$ cat src/rtl/uart_tx_arbiter_if.sv
// Handshake bundle between the byte requesters / UART transmit FIFO and uart_tx_arbiter.
// The arbiter connects through the slave modport; the requester/FIFO side uses master.
interface uart_tx_arbiter_if #(
   parameter int DBIT = 8,
   parameter int NREQ = 4
) ();
   logic [NREQ-1:0]      req;
   logic [NREQ-1:0]      req_last;
   logic [NREQ*DBIT-1:0] req_data;
   logic [NREQ-1:0]      req_ack;
   logic [NREQ-1:0]      grant;
   logic                 wr_uart;
   logic [DBIT-1:0]      w_data;
   logic                 tx_full;
   logic                 busy;

   modport master (
      output req, req_last, req_data, tx_full,
      input  req_ack, grant, wr_uart, w_data, busy
   );

   modport slave (
      input  req, req_last, req_data, tx_full,
      output req_ack, grant, wr_uart, w_data, busy
   );
endinterface

$ cat src/rtl/uart_tx_arbiter.sv
// Round-robin arbiter that lets NREQ byte streams share one UART transmit FIFO,
// holding a grant for one message or MAX_BURST bytes, whichever ends first.
module uart_tx_arbiter #(
   parameter int DBIT      = 8,
   parameter int NREQ      = 4,
   parameter int MAX_BURST = 16
) (
   input  logic             clk,
   input  logic             reset,
   uart_tx_arbiter_if.slave bus
);
   localparam int          IW = (NREQ > 1) ? $clog2(NREQ) : 1;
   localparam int          CW = $clog2(MAX_BURST) + 1;
   localparam int unsigned N  = NREQ;

   typedef enum logic {IDLE, GRANT} state_t;

   state_t          state;
   logic [IW-1:0]   gidx;
   logic [IW-1:0]   last_winner;
   logic [IW-1:0]   pick;
   logic            found;
   int unsigned     rr_k;
   logic [CW-1:0]   count;
   logic [CW-1:0]   count_next;
   logic [NREQ-1:0] grant_r;
   logic            busy_r;
   logic            sel_req;
   logic            sel_last;
   logic            wr;
   logic [DBIT-1:0] data_arr [NREQ];

   for (genvar i = 0; i < NREQ; i++) begin : g_unpack
      assign data_arr[i] = bus.req_data[i*DBIT +: DBIT];
   end

   // Search starts one past the previous winner so every requester gets a turn.
   always_comb begin
      pick  = '0;
      found = 1'b0;
      rr_k  = 0;
      for (int unsigned i = 0; i < N; i++) begin
         rr_k = (32'(last_winner) + 1 + i) % N;
         if (!found && bus.req[IW'(rr_k)]) begin
            found = 1'b1;
            pick  = IW'(rr_k);
         end
      end
   end

   always_comb begin
      sel_req    = bus.req[gidx];
      sel_last   = bus.req_last[gidx];
      wr         = (state == GRANT) && sel_req && !bus.tx_full;
      count_next = count + 1'b1;
   end

   always_comb begin
      bus.req_ack = '0;
      if (wr) begin
         bus.req_ack[gidx] = 1'b1;
      end
   end

   assign bus.wr_uart = wr;
   assign bus.w_data  = data_arr[gidx];
   assign bus.grant   = grant_r;
   assign bus.busy    = busy_r;

   always_ff @(posedge clk or posedge reset) begin
      if (reset) begin
         state       <= IDLE;
         gidx        <= '0;
         last_winner <= IW'(NREQ - 1);
         count       <= '0;
         grant_r     <= '0;
         busy_r      <= 1'b0;
      end else begin
         unique case (state)
            IDLE: begin
               if (found) begin
                  state       <= GRANT;
                  gidx        <= pick;
                  last_winner <= pick;
                  count       <= '0;
                  grant_r     <= NREQ'(1) << pick;
                  busy_r      <= 1'b1;
               end
            end
            GRANT: begin
               // A dropped request abandons the message; nothing is written that cycle.
               if (!sel_req) begin
                  state   <= IDLE;
                  grant_r <= '0;
                  busy_r  <= 1'b0;
               end else if (wr) begin
                  count <= count_next;
                  if (sel_last || (count_next == CW'(MAX_BURST))) begin
                     state   <= IDLE;
                     grant_r <= '0;
                     busy_r  <= 1'b0;
                  end
               end
            end
         endcase
      end
   end
endmodule

$ cat src/flat_wrapper.sv
// flat-port wrapper written by rule: the top's interface ports become plain ports
module uart_tx_arbiter_flat 
#(
   parameter int DBIT      = 8,
   parameter int NREQ      = 4,
   parameter int MAX_BURST = 16
)
  (clk, reset, bus_req, bus_req_last, bus_req_data, bus_tx_full, bus_req_ack, bus_grant, bus_wr_uart, bus_w_data, bus_busy);
  uart_tx_arbiter_if #(.DBIT(DBIT), .NREQ(NREQ)) bus_i ();
  input  logic clk;
  input  logic reset;
  input wire logic [$bits(bus_i.req)-1:0] bus_req;
  input wire logic [$bits(bus_i.req_last)-1:0] bus_req_last;
  input wire logic [$bits(bus_i.req_data)-1:0] bus_req_data;
  input wire logic [$bits(bus_i.tx_full)-1:0] bus_tx_full;
  output wire logic [$bits(bus_i.req_ack)-1:0] bus_req_ack;
  output wire logic [$bits(bus_i.grant)-1:0] bus_grant;
  output wire logic [$bits(bus_i.wr_uart)-1:0] bus_wr_uart;
  output wire logic [$bits(bus_i.w_data)-1:0] bus_w_data;
  output wire logic [$bits(bus_i.busy)-1:0] bus_busy;
  assign bus_i.req = bus_req;
  assign bus_i.req_last = bus_req_last;
  assign bus_i.req_data = bus_req_data;
  assign bus_i.tx_full = bus_tx_full;
  assign bus_req_ack = bus_i.req_ack;
  assign bus_grant = bus_i.grant;
  assign bus_wr_uart = bus_i.wr_uart;
  assign bus_w_data = bus_i.w_data;
  assign bus_busy = bus_i.busy;
  uart_tx_arbiter #(.DBIT(DBIT), .NREQ(NREQ), .MAX_BURST(MAX_BURST)) u_core (.clk(clk), .reset(reset), .bus(bus_i));
endmodule
$ cat config.mk
export PLATFORM = sky130hd
export DESIGN_NAME = uart_tx_arbiter_flat
export DESIGN_NICKNAME = d
export VERILOG_FILES = /design/src/rtl/uart_tx_arbiter_if.sv /design/src/rtl/uart_tx_arbiter.sv /design/src/flat_wrapper.sv
export SDC_FILE = /design/constraint.sdc
export NUM_CORES = 1
export LEC_CHECK = 0
export CAP_MARGIN = 20
export CORE_MARGIN = 2
export CORE_UTILIZATION = 38
export CTS_CLUSTER_DIAMETER = 60
export DETAILED_ROUTE_END_ITERATION = 7
export PLACE_DENSITY = 0.79
export SYNTH_ARGS = -nofsm -noshare
export SYNTH_HDL_FRONTEND = slang
export SYNTH_SLANG_ARGS = --single-unit
$ cat constraint.sdc
create_clock -name clk -period 1.95 [get_ports clk]
set_input_delay 0.39 -clock clk [delete_from_list [all_inputs] [get_ports clk]]
set_output_delay 0.39 -clock clk [all_outputs]
set_load 0.01 [all_outputs]
== Word-level counts from Yosys, hierarchy flattened ==
Cells that the tools add are included.
Operators by class
  $add $sub $neg: 5
  multipliers: 0
  div/mod/pow operators: 0
  $lt $le $gt $ge: 7
  equal/unequal tests: 6
  shift-type cells: 1
  mux-type cells: 45
  bitwise gates (word level): 2
  reduce and logical (&&, ||, !) cells: 14
Operators with widths (count)
  4-bit two-way mux: 5
  1-bit two-way mux: 19
  8-bit binary-select mux with 2-bit select: 1
  8-bit two-way mux: 2
  2-bit by 3-bit less-than comparator with 1-bit output, second input constant: 5
  5-bit two-way mux: 3
  1-bit binary-select mux with 2-bit select: 6
  5-bit one-hot mux with 2 select lines: 1
  2-bit two-way mux: 4
  4-bit one-hot mux with 2 select lines: 1
  1-bit logical AND: 6
  3-bit != test, second input constant: 2
  3-bit AND reduction: 2
  5-bit by 1-bit adder with 5-bit output, second input constant: 1
  5-bit == test, second input constant: 1
  2-bit by 1-bit adder with 2-bit output, second input constant: 2
  2-bit adder, second input constant: 2
  1-bit zero test: 4
  2-bit != test, second input constant: 2
  1-bit one-hot mux with 2 select lines: 2
  1-bit by 2-bit << shifter with 4-bit output, first input constant: 1
  3-bit >= comparator, second input constant: 1
  2-bit NOT with 3-bit output: 1
  1-bit demux with 2-bit select: 1
  5 further kinds: 5
Word-level totals
  bits in registers: 15
  bits in latches: 0
  RAM bits: 0
  ROM bits: 0
  bits of input ports: 43
  output and inout port bits: 18
  word-level logic and storage cells: 86
  memories kept: 0

== Depth between registers and ports, before layout ==
  depth in word-level cells: 16
  mapped depth: 7
  mapped depth without buffers: 6

== Least setup slack after synthesis ==
Ideal clock, no wire load.
  kind: reg2out
  from: reg u_core.gidx[1]
  to: out bus_req_ack[3]
  arrival time: 1394 ps
  required time: 1560 ps
  path slack: 166 ps
  cell stages (with the launch flop): 6
  path buffers: 1
  cells stage by stage: dfrtp_1 -> buf_6 -> mux4_2 -> nand3b_4 -> inv_4 -> and3_1
On the way
  longest elaborated chain between the ends: 5
Ends and longest elaborated chain
  from (decl): RTL line uart_tx_arbiter.sv:19  | logic [IW-1:0] gidx;
  from (signal assigned): RTL line uart_tx_arbiter.sv:83  | gidx <= pick;
  1-bit binary-select mux with 2-bit select: RTL line uart_tx_arbiter.sv:52  | sel_req = bus.req[gidx];
  1-bit two-way mux (implied by the code): RTL line uart_tx_arbiter.sv:52
  1-bit logical AND (2 in series): RTL line uart_tx_arbiter.sv:54  | wr = (state == GRANT) && sel_req && !bus.tx_full;
  named net bus_wr_uart: RTL line flat_wrapper.sv:18  | output wire logic [$bits(bus_i.wr_uart)-1:0] bus_wr_uart;
  4-bit two-way mux: RTL line uart_tx_arbiter.sv:60  | if (wr) begin
  to (decl): RTL line flat_wrapper.sv:16  | output wire logic [$bits(bus_i.req_ack)-1:0] bus_req_ack;
The timed path passes the listed nets, and every way through them passes these cells. The select of a mux whose other input is x is not followed.

== Worst setup path in the final report ==
  from: reg u_core.gidx[1]
  to: out bus_req_ack[3]
On the way
  longest elaborated chain between the ends: 5
Ends and longest elaborated chain
  2-bit by 3-bit less-than comparator with 1-bit output (implied by the code), or another cell as far along: RTL line uart_tx_arbiter.sv:61  | bus.req_ack[gidx] = 1'b1;
  1-bit logical AND (implied by the code) / 1-bit two-way mux (equally long branches): RTL line uart_tx_arbiter.sv:61, uart_tx_arbiter.sv:52
  1-bit two-way mux (implied by the code) / 1-bit logical AND (equally long branches): RTL line uart_tx_arbiter.sv:61, uart_tx_arbiter.sv:54
  1-bit demux with 2-bit select / 1-bit logical AND (equally long branches)
  4-bit two-way mux *: RTL line uart_tx_arbiter.sv:60
Every way passes the cells marked *; elsewhere a longest branch is shown, timed or not. The select of a mux whose other input is x is not followed.

==> metrics.md <==
| Metric | Value |
|---|---|
| Drt first pass iters | 4 |
| Max H-tree Level | 1 |
| Max Clk Rate | 0.4860 GHz |
| Num rows | 19 |
| Clock sinks | 15 |
| Antenna diode instance count | 0 |
| Unrepaired setup endpoints after global routing | yes |
| Syn Nets | ~150 |
| Worst endpoint data arrival time | 1.67 ns |
| Fin worst setup slack | -0.1075 ns |
| Synthesized instance count | ~100 |
| Critical Path End Type | output pin |
| Post-synthesis sequential area ratio | 34.55% |
| Kind of critical path | reg -> out |
| PwrDens | 1180 nW/um2 |
| Critical-path top delay cell | mux4_2 |
| Fin Setup TNS | -0.4846 ns |
| Finished layout cell area | approximately 1900 um2 |
| Core area | 2734 um2 |
| Drt drc | 0 |
| Startpoint Class | flop |
| Setup Skew | 0.008358 ns |
| Fin crit share | 105.5% |
| CP max FO | 4 |
| Max stage delay on crit path | 0.57 ns |
| Yosys reg bits | 15 |
| Die outline width | around 58 um |
| Layout cells sized above 1 | 34.41% |
| PortBufs | 60 |
| CTS max path bufs | 2 |
| Per-cell routed wire length | 14.82 um |
| Required time of the critical path | 1.56 ns |
| Die span in y | between 50 and 60 um |
| Final setup violation count | 7 |
| Initial Util | 40.00% |
| Max-Cap Viols | 0 |
| Avg Vias per Cell | between 5 and 6 |
| First-pass GRT wire length | 5.175 mm |
| Total CTS buffers | 3 |
| Count of cell types in the netlist | 37 |
| Post-route ant nets | 0 |
| Slew Limit Headroom | 62.36% |
| Outcome | complete, but fails checks |
| TritonCTS clock tree | done |
| Static Leak | 0.8498 nW |
| HP Class | in -> async |
| Synth async-reset ratio | 100.0% |
| Final slew viol count | 0 |
| Hold Violations, Final | 0 |
| Vias in the first global route | 1254 |
| Failing checks | negative setup slack |
| Final core utilization | 69.79% |
| Yosys top cell by area | dfrtp_1 |
| Main synth FF type | dfrtp_1 |
| Yosys top cell area share | 29.75% |
| Mapped Area | around 1100 um2 |
| Setup WS pre-CTS | -0.6049 ns |
| Worst-Skew Late Latency | 0.29 ns |
| Fin nets | 232 |
| Slew of the pin with the lowest slew margin | 0.5641 ns |
| Synth Area per Inst | approximately 11 um2 |
| Instance area after placement | about 1900 um2 |
| Yosys warning count | 0 |
| Initial antenna violation count | 0 |
| Global route overflow | 0 |
| Clk root buf | clkbuf_4 |
| Total GRT Usage | 20.10% |
| Top-Level Pins | between 60 and 70 |
| Area contributors post-synth | dfrtp_1 (30%), mux4_2 (21%), dfstp_2 (4.8%) |
| Post-route minimum period | 2.057 ns |
| Total Routed Length | 3.216 mm |
| Reg clk slew, reported paths | 0.10 ns |
| Worst VDD drop | 0.8175 mV |
| Post-synth EDFFs | 0 |
| Post-DP HPWL | about 2.6 mm |
| DR iter-0 viols | 20 |
| Die Area | 3323 um2 |
| Routed vias | 1151 |
| Synth-to-Final Area Change | 74.49% |
| Routability cong. | 0.8458 |
| Pin count of the biggest net entering global routing | 16 |
| Crit-path cells | mux4_2, nand3b_4, inv_4, and3_4, buf_6 |
## where the power goes
part	switching (mW)	total [mW]	internal (mW)
sequential	0.111	0.556	0.445
clock	0.107	0.185	0.0779
combinational	0.629	1.51	0.882
## cell usage in the layout, fill, tap and decap left out, types with 3 or more instances in the layout
| cell type | count |
|---|---|
| a21o_1 | 4 |
| a22o_1 | 4 |
| buf_2 | 7 |
| buf_4 | 21 |
| buf_6 | 9 |
| clkbuf_4 | 3 |
| clkdlybuf4s50_1 | 43 |
| dfrtp_1 | 13 |
| dlygate4sd2_1 | 4 |
| inv_1 | 3 |
| mux4_2 | 10 |
| nand2_1 | 9 |
| nand2b_1 | 4 |
| nor2_1 | 12 |
| o21ai_0 | 5 |
| o31ai_1 | 3 |
## layout make-up
class | count | area, um2
clock buffers | 3 | 22.52
clock inverters | 1 | 7.507
fillers | 203 | 825.8
inverters | 4 | 17.52
multi-input cells | 78 | 679.4
flip-flops and latches | 15 | 377.9
well taps | 31 | 38.79
repair buffers | 85 | 764.5
## worst paths after layout
kind,from,end,slack (ns),cells after the start
setup / recovery,u_core.gidx[1]$_DFFE_PP0P_,bus_req_ack[3],-0.11,5
hold / removal,reset,u_core.bus.grant[0]$_DFFE_PP0P_,0.44,2
setup reg to reg,u_core.gidx[1]$_DFFE_PP0P_,u_core.count[3]$_DFFE_PP0P_,0.12,8
hold reg to reg,u_core.bus.busy$_DFFE_PP0P_,u_core.bus.busy$_DFFE_PP0P_,0.51,1
max in group asynchronous,reset,u_core.last_winner[0]$_DFFE_PP1P_,1.12,2
min in group clk,u_core.bus.busy$_DFFE_PP0P_,u_core.bus.busy$_DFFE_PP0P_,0.51,1
## timing repair
item | CTS | global route
setup endpoints to repair | 13 | 11
buffers inserted | 5 | 1
pin swaps | 1 | 0
hold buffers | 0 | 0
resized for setup | 54 | 13
## registers in the layout (all words and copies together) (netlist names)
name	count
u_core.bus.busy	1
u_core.bus.grant	4
u_core.count	5
u_core.gidx	2
u_core.last_winner	2
u_core.state	1
## Yosys cell counts, drive strengths merged, types with 3 or more instances
cell,number
a21o,4
a22o,4
and2,3
buf,3
dfrtp,13
inv,4
mux4,10
nand2,9
nand2b,4
nand3b,3
nor2,13
o21ai,7
o31ai,3
## cell families after synthesis
family,after synthesis,share of synthesized area (%)
multiplexers,11,21.51
flip-flops,15,34.55
adder cells (fa/ha/maj),2,2.288
AND/OR/NAND/NOR,40,20.14
AO/OA/AOI/OAI,24,16.48
buffers and inverters,9,4.234
XOR/XNOR,1,0.8011
## metrics by stage
stage	instances	power, mW	hold WS (ns)
finish	217	2.251	0.4443
global route	217	2.404	0.5136
CTS	217	2.208	0.4622
detailed placement	208	2.020	0.4812
global placement	208	1.979	0.4767
floorplan	102	1.339	0.2900
## metal layers
| metal | share of wire [%] | track usage [%] | vias to the layer above |
|---|---|---|---|
| met5 | 0 | 0 | - |
| met3 | 6.2 | 3.125 | 4 |
| met2 | 52 | 36.85 | 34 |
| met4 | 1.2 | 8.306 | 0 |
| met1 | 40 | 23.18 | 559 |
| li1 | - | - | 554 |
## worst max-delay path: cells and delay by family (launching register included)
kind	cells	cell delay [ns]
buf+inv	2	0.15
simple gates	2	0.26
mux	1	0.57
flops	1	0.39
Power figures use the tool's default switching activity.
